--- src/rtl/noc_flit_injector_pkg.sv ---
// Shared definitions for the NoC flit injector: FSM encoding, flit field positions, log2 helper.
package noc_flit_injector_pkg;

    typedef enum logic [1:0] {
        ST_IDLE = 2'd0,
        ST_HEAD = 2'd1,
        ST_BODY = 2'd2
    } inj_state_e;

    // Ceiling log2 with a floor of 1 so a single-VC index still has one bit.
    function automatic int log2c(input int n);
        int w;
        w = 1;
        while ((1 << w) < n) w++;
        return w;
    endfunction

    function automatic int hdr_bit(input int fw);
        return fw - 1;
    endfunction

    function automatic int tail_bit(input int fw);
        return fw - 2;
    endfunction

    function automatic int vc_msb(input int fw);
        return fw - 3;
    endfunction

endpackage

--- src/rtl/noc_flit_injector_credit.sv ---
// Per-VC credit counter: starts full at B, saturates at 0 and B.
module inj_credit_counter
    import noc_flit_injector_pkg::*;
#(
    parameter int B = 4
)(
    input  logic clk,
    input  logic reset,
    input  logic i_take,
    input  logic i_give,
    output logic o_nonzero
);
    localparam int CW = log2c(B + 1);

    logic [CW-1:0] r_count;

    // A take and a give in the same cycle cancel out.
    always_ff @(posedge clk) begin
        if (!reset) begin
            r_count <= CW'(B);
        end else if (i_take && !i_give && (r_count != '0)) begin
            r_count <= r_count - CW'(1);
        end else if (i_give && !i_take && (r_count != CW'(B))) begin
            r_count <= r_count + CW'(1);
        end
    end

    assign o_nonzero = (r_count != '0);

endmodule

--- src/rtl/noc_flit_injector.sv ---
// Packet-to-flit injector: turns a packet command plus body words into credit-gated flits.
//   state | meaning
//   IDLE  | accepting a packet command
//   HEAD  | waiting for a credit to send the header flit
//   BODY  | sending body flits, one per accepted data word
module noc_flit_injector
    import noc_flit_injector_pkg::*;
#(
    parameter int V    = 2,
    parameter int B    = 4,
    parameter int Fpay = 32,
    parameter int EAw  = 2,
    parameter int LENw = 4,
    localparam int Fw  = 2 + V + Fpay,
    localparam int VCW = log2c(V)
)(
    input  logic            clk,
    input  logic            reset,
    input  logic [EAw-1:0]  current_e_addr,
    input  logic            req_valid,
    output logic            req_ready,
    input  logic [EAw-1:0]  req_dest,
    input  logic [LENw-1:0] req_len,
    input  logic [VCW-1:0]  req_vc,
    input  logic            data_valid,
    output logic            data_ready,
    input  logic [Fpay-1:0] data_in,
    output logic [Fw-1:0]   flit_out,
    output logic            flit_out_wr,
    input  logic [V-1:0]    credit_in,
    output logic [15:0]     pck_sent
);
    localparam int HDR_B  = hdr_bit(Fw);
    localparam int TAIL_B = tail_bit(Fw);
    localparam int VC_MSB = vc_msb(Fw);

    inj_state_e      r_state, w_state_nxt;
    logic [EAw-1:0]  r_dest;
    logic [LENw-1:0] r_len;
    logic [LENw-1:0] r_remaining;
    logic [VCW-1:0]  r_vc;
    logic [Fw-1:0]   r_flit;
    logic            r_flit_wr;
    logic [15:0]     r_pck_sent;

    logic [V-1:0]    w_cred_nz;
    logic [V-1:0]    w_take;
    logic [V-1:0]    w_vc_oh;
    logic            w_vc_ok;
    logic            w_issue;
    logic            w_tail;
    logic            w_hdr;
    logic [Fpay-1:0] w_pay;
    logic [Fw-1:0]   w_flit;

    for (genvar gi = 0; gi < V; gi++) begin : g_cred
        assign w_take[gi] = w_issue && (r_vc == VCW'(gi));
        inj_credit_counter #(.B(B)) u_cred (
            .clk       (clk),
            .reset     (reset),
            .i_take    (w_take[gi]),
            .i_give    (credit_in[gi]),
            .o_nonzero (w_cred_nz[gi])
        );
    end

    // Registered count only: a credit returning this cycle enables issue next cycle.
    assign w_vc_ok = w_cred_nz[r_vc];

    always_ff @(posedge clk) begin
        if (!reset) r_state <= ST_IDLE;
        else        r_state <= w_state_nxt;
    end

    always_comb begin
        w_state_nxt = r_state;
        case (r_state)
            ST_IDLE: if (req_valid) w_state_nxt = ST_HEAD;
            ST_HEAD: if (w_issue)   w_state_nxt = w_tail ? ST_IDLE : ST_BODY;
            ST_BODY: if (w_issue && w_tail) w_state_nxt = ST_IDLE;
            default: w_state_nxt = ST_IDLE;
        endcase
    end

    always_comb begin
        req_ready  = 1'b0;
        data_ready = 1'b0;
        w_issue    = 1'b0;
        w_hdr      = 1'b0;
        w_tail     = 1'b0;
        case (r_state)
            ST_IDLE: req_ready = 1'b1;
            ST_HEAD: begin
                w_hdr   = 1'b1;
                w_issue = w_vc_ok;
                w_tail  = (r_len == LENw'(1));
            end
            ST_BODY: begin
                data_ready = w_vc_ok;
                w_issue    = w_vc_ok && data_valid;
                w_tail     = (r_remaining == LENw'(1));
            end
            default: ;
        endcase
    end

    always_comb begin
        w_pay   = data_in;
        w_vc_oh = '0;
        w_vc_oh[r_vc] = 1'b1;
        if (w_hdr) begin
            w_pay = '0;
            w_pay[EAw-1:0]     = r_dest;
            w_pay[2*EAw-1:EAw] = current_e_addr;
        end
        w_flit = '0;
        w_flit[HDR_B]         = w_hdr;
        w_flit[TAIL_B]        = w_tail;
        w_flit[VC_MSB:Fpay]   = w_vc_oh;
        w_flit[Fpay-1:0]      = w_pay;
    end

    always_ff @(posedge clk) begin
        if (!reset) begin
            r_dest      <= '0;
            r_len       <= '0;
            r_vc        <= '0;
            r_remaining <= '0;
            r_flit      <= '0;
            r_flit_wr   <= 1'b0;
            r_pck_sent  <= '0;
        end else begin
            r_flit_wr <= w_issue;
            if (w_issue) r_flit <= w_flit;
            if (w_issue && w_tail) r_pck_sent <= r_pck_sent + 16'd1;
            if ((r_state == ST_IDLE) && req_valid) begin
                r_dest <= req_dest;
                r_vc   <= req_vc;
                r_len  <= (req_len == '0) ? LENw'(1) : req_len;
            end
            if (w_issue) begin
                r_remaining <= (r_state == ST_HEAD) ? (r_len - LENw'(1))
                                                    : (r_remaining - LENw'(1));
            end
        end
    end

    assign flit_out    = r_flit;
    assign flit_out_wr = r_flit_wr;
    assign pck_sent    = r_pck_sent;

endmodule

--- config.mk ---
export PLATFORM = sky130hd
export DESIGN_NAME = noc_flit_injector
export DESIGN_NICKNAME = d
export VERILOG_FILES = /design/src/rtl/noc_flit_injector_pkg.sv /design/src/rtl/noc_flit_injector_credit.sv /design/src/rtl/noc_flit_injector.sv
export SDC_FILE = /design/constraint.sdc
export NUM_CORES = 1
export LEC_CHECK = 0
export ABC_AREA = 1
export BUFFER_PORTS_ARGS = -buffer_cell sky130_fd_sc_hd__clkbuf_2
export CORE_MARGIN = 1
export CORE_UTILIZATION = 35
export CTS_BUF_LIST = sky130_fd_sc_hd__clkbuf_4
export DETAILED_ROUTE_END_ITERATION = 16
export GPL_TIMING_DRIVEN = 0
export PLACE_DENSITY = 0.59
export SLEW_MARGIN = 30
export SYNTH_ARGS = -nofsm -noshare
export SYNTH_HDL_FRONTEND = slang
export SYNTH_SLANG_ARGS = --single-unit
--- constraint.sdc ---
create_clock -name clk -period 5.4 [get_ports clk]
set_input_delay 0.81 -clock clk [delete_from_list [all_inputs] [get_ports clk]]
set_output_delay 0.81 -clock clk [all_outputs]
set_load 0.1 [all_outputs]
---- Word level (Yosys, flattened, before mapping) ----
Cells that the tools add are included.
storage, ports and cells
  register bits after elaboration ......... 72
  input bits .............................. 47
  word-level logic and storage cells ...... 75
operators by class
  $add $sub $neg .......................... 7
  order comparisons ....................... 2
  equality and inequality tests ........... 9
  mux-type cells .......................... 21
  bitwise operators ....................... 1
  reductions and logical operators ........ 25
operators by type and width
  operator                                                     number
  2-to-1 mux 32 bit                                            1
  adder 16 x 1 -> 16 bit (second input constant)               1
  logical AND 1 bit                                            14
  2-to-1 mux 3 bit                                             4
  == test 4 x 1 -> 1 bit (second input constant)               2
  2-to-1 mux 2 bit                                             4
  2-to-1 mux 4 bit                                             2
  subtractor 4 x 1 -> 4 bit (second input constant)            2
  adder 3 x 1 -> 3 bit (second input constant)                 2
  2-to-1 mux 1 bit                                             6
  inequality test 2 bit (second input constant)                3
  inequality test 3 bit (second input constant)                2
  case mux 2 bit (3 select lines)                              1
  nonzero test 3 bit                                           2
  subtractor 3 x 1 -> 3 bit (second input constant)            2
  logical NOT 1 bit                                            4
  logical NOT 4 bit                                            1
  case mux 1 bit (2 select lines)                              2
  nonzero test 2 bit                                           2
  AND reduction 3 bit                                          1
  == test 2 x 1 -> 1 bit (second input constant)               1
  == test 2 bit (second input constant)                        1
  logical NOT 2 bit                                            1
  less-than comparator 1 x 2 -> 1 bit (second input constant)  1
  other kinds (3)                                              3

---- Longest topological paths before layout ----
Gate-level depths: netlist of run 1.
  depth after elaboration ................. 11
  gate-level depth with buffers ........... 15
  gate-level depth less buffers ........... 15

---- Cells and area by module ----
Synthesis of run 1 repeated with hierarchy kept, for this count alone.
second synthesis, totals
  cells, all modules ...................... 485
  area total of the unflattened synthesis .. 3440.8 um^2
modules (own cells, without submodules)
  module              instances  cells an instance  area each (um^2)  seq. area each (um^2)
  noc_flit_injector   1          421                2995.4            1321.3
  inj_credit_counter  2          32                 222.7             60.1

---- Worst setup path after synthesis of run 1 ----
No wires, ideal clock.
  path type ............................... reg-to-output
  start ................................... register r_state[0]
  end ..................................... output port data_ready
  arrival ................................. 2769 ps
  data required time ...................... 4590 ps
  setup slack ............................. 1821 ps
  stages on the path, launching flop included .. 4
  buffers on the path ..................... 0
  path through ............................ dfxtp_1 inv_1 ha_1 a21boi_0
between the ends
  word-level cells in the longest chain between the ends .. 2
ends and longest elaborated chain
  element                   RTL line                 RTL
  start: declaration        noc_flit_injector.sv:37  inj_state_e r_state, w_state_nxt;
  start signal: assignment  noc_flit_injector.sv:72  else r_state <= w_state_nxt;
  == test 2 bit             noc_flit_injector.sv:91  case (r_state)
  2-to-1 mux 1 bit          noc_flit_injector.sv:91
  end: declaration          noc_flit_injector.sv:26  output logic data_ready,
No other way between the ends.

---- Worst setup path in the final report of run 1 ----
Ends and elaborated chain as after synthesis.

==> results of run 1 <==
## synthesized netlist by cell type
master	count
and3_1	1
clkbuf_1	10
nand2_1	125
buf_6	1
nand3_1	51
xnor2_1	6
a21boi_0	1
xor2_1	9
o21ai_1	5
inv_2	5
a21oi_1	40
o21ai_0	21
inv_1	30
nand2_2	2
dfxtp_1	72
nor2_2	2
nor2_1	34
o22ai_1	2
ha_1	10
a31oi_1	6
nand3_2	1
a221oi_1	1
buf_4	2
nor3_1	10
nand4_1	2
buf_2	4
## final cells by class
class / instances / area [um^2] / area share [%]
clock inverter: 6 / 107.6 / 2.635
tap: 108 / 135.1 / 3.309
clock buffer: 10 / 75.07 / 1.838
sequential: 72 / 1441 / 35.29
timing repair buffer: 100 / 500.5 / 12.25
inverter: 35 / 131.4 / 3.217
multi-input combinational: 329 / 1609 / 39.40
buffer: 17 / 83.83 / 2.053
## critical path, cell delays in order, from the launching register on
cell      delay (ps)
dfxtp_1          340
inv_1             90
ha_1             240
a21boi_0         210
clkbuf_2         490
## kinds of logic (layout without fill, tap and decap cells)
| logic type | count (synthesis) | count (layout) | synth area share, % |
|---|---|---|---|
| AND/OR/NAND/NOR | 228 | 228 | 29.27 |
| AO/OA/AOI/OAI | 76 | 76 | 12.15 |
| flip-flops | 72 | 72 | 44.14 |
| buffers and inverters | 52 | 168 | 6.590 |
| XOR/XNOR | 15 | 15 | 4.023 |
| adder cells (fa/ha/maj) | 10 | 10 | 3.831 |
## final timing paths
check | slack (ps) | depth (start not counted) | to | startpoint
max | 2810 | 4 | data_ready | r_state[0]
min | 470 | 2 | flit_out[34] | flit_out[34]
max reg2reg | 3220 | 15 | g_cred[0].u_cred.r_count[2] | r_state[1]
min reg2reg | 470 | 2 | flit_out[34] | flit_out[34]
## power by group
group | total (mW) | switching, mW | internal, mW
Sequential | 0.665 | 0.0528 | 0.612
Combinational | 0.809 | 0.628 | 0.181
Clock | 0.428 | 0.190 | 0.238
Total | 1.90 | 0.871 | 1.03
## state kept, by name, summed over array words and instances, names as in the netlist
signal,flops
pck_sent,16
r_state,2
flit_out_wr,1
g_cred.u_cred.r_count,6
r_len,4
flit_out,36
r_remaining,4
r_dest,2
r_vc,1
## through the flow
stage | setup slack (ps) | power [mW] | hold slack [ps] | area, um^2 | instances
2_1_floorplan | 1821 | 1.334 | 444.2 | 3266 | 453
3_3_place_gp | 3150 | 1.475 | 452.2 | 3901 | 661
3_5_place_dp | 3141 | 1.485 | 456.7 | 3901 | 661
4_1_cts | 2798 | 1.919 | 473.4 | 4084 | 677
5_1_grt | 2695 | 2.015 | 503.0 | 4084 | 677
6_report | 2813 | 1.902 | 472.7 | 4084 | 677
## cells in the final DEF (no fill, tap or decap)
cell type  Yosys  routed
clkinv_2       0       1
inv_1         30      30
nor2_1        34      34
clkbuf_1      10      10
nand4_1        2       2
xor2_1         9       9
nor3_1        10      10
o22ai_1        2       2
a21oi_1       40      40
buf_2          4       4
dfxtp_1       72      72
and3_1         1       1
clkinv_4       0       1
buf_6          1       1
nand2_1      125     125
o21ai_1        5       5
nand2_2        2       2
inv_2          5       5
buf_4          2       2
xnor2_1        6       6
a221oi_1       1       1
clkinv_1       0       1
nand3_2        1       1
o21ai_0       21      21
bufinv_16      0       3
clkbuf_4       0      10
ha_1          10      10
nand3_1       51      51
a31oi_1        6       6
a21boi_0       1       1
clkbuf_2       0     100
nor2_2         2       2
## metal layers
metal | GRT usage [%] | up-vias | routed length (um)
met5 | 0 | - | 0
met4 | 6.544 | 0 | 140
met3 | 5.106 | 13 | 575
met2 | 29.04 | 101 | 3677
met1 | 22.59 | 1493 | 4037
li1 | - | 1711 | -
==> impl_metrics.toml, run 1 <==
[critical_path]
worstPathRequired_ps = 4590
worstSetupEndpointType = "primary output"
criticalPathCategory = "register to primary output"
cp.arrival_ps = 1780
critPathMaxFanout = 4
startpoint_type = "register"

[timing]
max_slew_margin_pct = 61.34
max_freq_mhz = 386.5
finalSetupViolCount = 0
fin_crit_sh_pct = 47.91
grt_setup_unrepaired = "no"
finalHoldViolations = 0
tightest_slew_ps = 579.9
setup_tns_ps = 0
period_needed_ps = 2587
slew_violations = 0
finClkSkew_ps = 10.42

[finish]
syn2layout_area_growth_pct = 25.06
antennaDiodeCount = 0
fin_util_pct = 45.93
layout.nets = 621
fill_cells = 943
drive_above_1_share_pct = 23.20

[routing]
vias = 3318
drtAntennaViolNets = 0
drc = 0
routed_wl_mm = 8.430
wire_per_inst_um = 12.45
dr.pass1.iters = 4
via_per_inst = 4.901
drt_iter0_markers = 109

[yosys]
netlist_area_um2 = 3266
ys_seq_area_share_pct = 44.14
synth.largest_area_cell = "dfxtp_1"
ys.warnings.count = 0
syn_inst = 453
yosysUniqueCellTypes = 26
syn_area_per_cell_um2 = 7.209
syn_nets = 510
yosys.area.top_type_share_pct = 44.14
synthTopCellsByArea = "dfxtp_1, nand2_1, nand3_1"
ys_ff_latch = 72

[floorplanning]
dieArea_um2 = 9721
row_count = 34
ioPinCount = 102
core_area_um2 = 8891
fp.dieW_um = 98.60
die_h_um = 98.60
initial_utilization_pct = 36.73

[clock_tree]
cts-resized-gates = 0
root_buffer = "clkbuf_4"
cts_tree = "built"
clkTransAtPathRegs_ps = 120
post_cts_buffers = 0
clk_latency_ps = 410
htree_num_levels = 3
clock_path_buffers = 2
cts.sinks = 72
cts_buffers = 9
cts_hold_buf = 0

[global_route]
grt_pass1_vias = 3063
antenna_found_initial = 0
grtUsageTotal_pct = 17.87
grt_max_degree = 13
gr-total-overflow = 0
grt_pass1_wl_mm = 13.93

[run_status]
outcome = "completed"

[power]
p_leak_nw = 1.853
power_density_nw_per_um2 = 465.8
ir_drop_uv = 254.9

[job]
cap_violations = 0

[placement]
hpwl_mm = 6.383
port_buffers = 100
routabilityCongestion = 0.8678

[worst_hold_path]
hp-class = "register to register"
Power figures use the tool's default switching activity.
==> run 2: changes to the inputs <==
- clock period: 5.4 -> 2.68 ns (I/O delays scaled with it)
==> run 2 against run 1 <==
  * Die area stayed put
  * Combinational power is 100% higher
  * Sequential share of layout area rose by 0.17 points
==> impl_metrics.toml, run 2 (synthesis results as in run 1) <==
[run_status]
outcome = "completed"

[floorplanning]
row_count = 34
fp.dieW_um = 98.60
core_area_um2 = 8891
dieArea_um2 = 9721
die_h_um = 98.60
ioPinCount = 102
initial_utilization_pct = 36.73

[timing]
grt_setup_unrepaired = "no"
max_freq_mhz = 448.5
setup_tns_ps = 0
slew_violations = 0
finalHoldViolations = 0
max_slew_margin_pct = 62.01
finalSetupViolCount = 0
tightest_slew_ps = 572.2
fin_crit_sh_pct = 83.20
period_needed_ps = 2230
finClkSkew_ps = 14.60

[power]
netSwitchingFraction_pct = 47.49
p_switching_mw = 1.791
combPwrFrac_pct = 43.5
p_seq_share_pct = 35.5
p_int_mw = 1.980
p_leak_nw = 1.842
clkPwrFrac_pct = 21.0
ir_drop_uv = 530.6
power_density_nw_per_um2 = 927.9

[clock_tree]
root_buffer = "clkbuf_4"
clock_path_buffers = 2
cts_buffers = 9
cts_tree = "built"
cts.sinks = 72
htree_num_levels = 3
clk_latency_ps = 420
cts_hold_buf = 0
cts-resized-gates = 0
post_cts_buffers = 0
clkTransAtPathRegs_ps = 130

[routing]
wl_met3_um = 609
routed_wl_mm = 8.580
routed.top_layer = "met4"
drt_iter0_markers = 130
vias = 3304
met2WireLength_mm = 3.970
drtAntennaViolNets = 0
drc = 0
dr.pass1.iters = 4
via_per_inst = 4.880
wire_per_inst_um = 12.67
wl_met1_mm = 3.884

[finish]
final_area_um2 = 4064
layout.nets = 621
drive_above_1_share_pct = 23.37
final_common_cell = "nand2_1"
most-common-layout-cells = "nand2_1, clkbuf_2, dfxtp_1"
antennaDiodeCount = 0
fin_cells = 677
fin_util_pct = 45.71
largest_reg_flops = 36
syn2layout_area_growth_pct = 24.44

[critical_path]
criticalPathCategory = "register to register"
critPathMaxFanout = 8
r2r_cells = 15
r2r-end = "g_cred[0].u_cred.r_count[2]"
worstPathRequired_ps = 3050
startpoint_type = "register"
rrSetupSlack_ps = 450
cp.arrival_ps = 2600
r2r-start = "r_state[1]"
worstSetupEndpointType = "register"

[global_route]
grt_pass1_vias = 3042
grtUsageTotal_pct = 18.52
grt_max_degree = 14
antenna_found_initial = 0
grt_pass1_wl_mm = 14.38
gr-total-overflow = 0

[placement]
routabilityCongestion = 0.8573
port_buffers = 100
dp.cells = 661
hpwl_mm = 6.553
place_area_um2 = 3901

[worst_hold_path]
hold_path_end = "flit_out[22]"
hold_depth = 3
hp-class = "primary input to register"
min_from = "data_in[22]"

[job]
cap_violations = 0
-- run 2: worst max-delay path by stage --
| stage | startpoint | end | slack, ps | cells past startpoint |
|---|---|---|---|---|
| final | r_state[1] | g_cred[0].u_cred.r_count[2] | 450 | 15 |
| after floorplan | r_state[0] | data_ready | 240 | 3 |
| after global routing | r_state[1] | g_cred[0].u_cred.r_count[2] | 220 | 15 |
| after CTS | r_state[1] | g_cred[0].u_cred.r_count[2] | 420 | 15 |
| after detailed placement | r_state[1] | g_cred[0].u_cred.r_count[2] | 470 | 15 |
| after global placement | r_state[1] | g_cred[0].u_cred.r_count[2] | 540 | 15 |
-- run 2: cell type report --
cell class / instances / area (um^2)
fill: 965 / 4827
multi-input combinational: 329 / 1609
sequential: 72 / 1441
timing repair buffer: 100 / 500.5
tap: 108 / 135.1
inverter: 35 / 131.4
clock inverter: 7 / 95.09
buffer: 17 / 83.83
clock buffer: 9 / 67.56
-- run 2: power groups by stage --
| stage | registers [mW] | clock network, mW | logic, mW |
|---|---|---|---|
| 4_1_cts | 1.34 | 0.813 | 1.65 |
| 3_3_place_gp | 1.36 | 0 | 1.63 |
| 2_1_floorplan | 1.90 | 0 | 0.787 |
| 5_1_grt | 1.36 | 0.862 | 1.79 |
| 6_report | 1.34 | 0.792 | 1.64 |
| 3_5_place_dp | 1.36 | 0 | 1.64 |
-- run 2: layer usage --
layer / up-vias / global-route usage, %
li1: 1705 / -
met1: 1497 / 23.25
met2: 90 / 30.61
met3: 12 / 5.035
met4: 0 / 6.544
met5: - / 0
-- run 2: stage by stage --
| stage | setup WS, ps | power (mW) | hold slack (ps) |
|---|---|---|---|
| after floorplan | 238.6 | 2.690 | 444.2 |
| final | 450.3 | 3.771 | 195.4 |
| after detailed placement | 470.3 | 3.002 | 457.8 |
| after CTS | 424.2 | 3.800 | 168.2 |
| after global placement | 541.3 | 2.983 | 453.2 |
| after global routing | 220.2 | 4.010 | 180.9 |
-- run 2: critical path, cell delays in order (launching register included) --
cell and delay, ps:
dfxtp_1 340, inv_1 100, ha_1 270, inv_2 130, nand2_1 110, nand2_2 100, nor2_2 230, nand2_1 180
xor2_1 180, inv_1 60, ha_1 190, inv_1 70, nand2_1 60, nand3_1 60, nand3_1 70, nand2_1 60
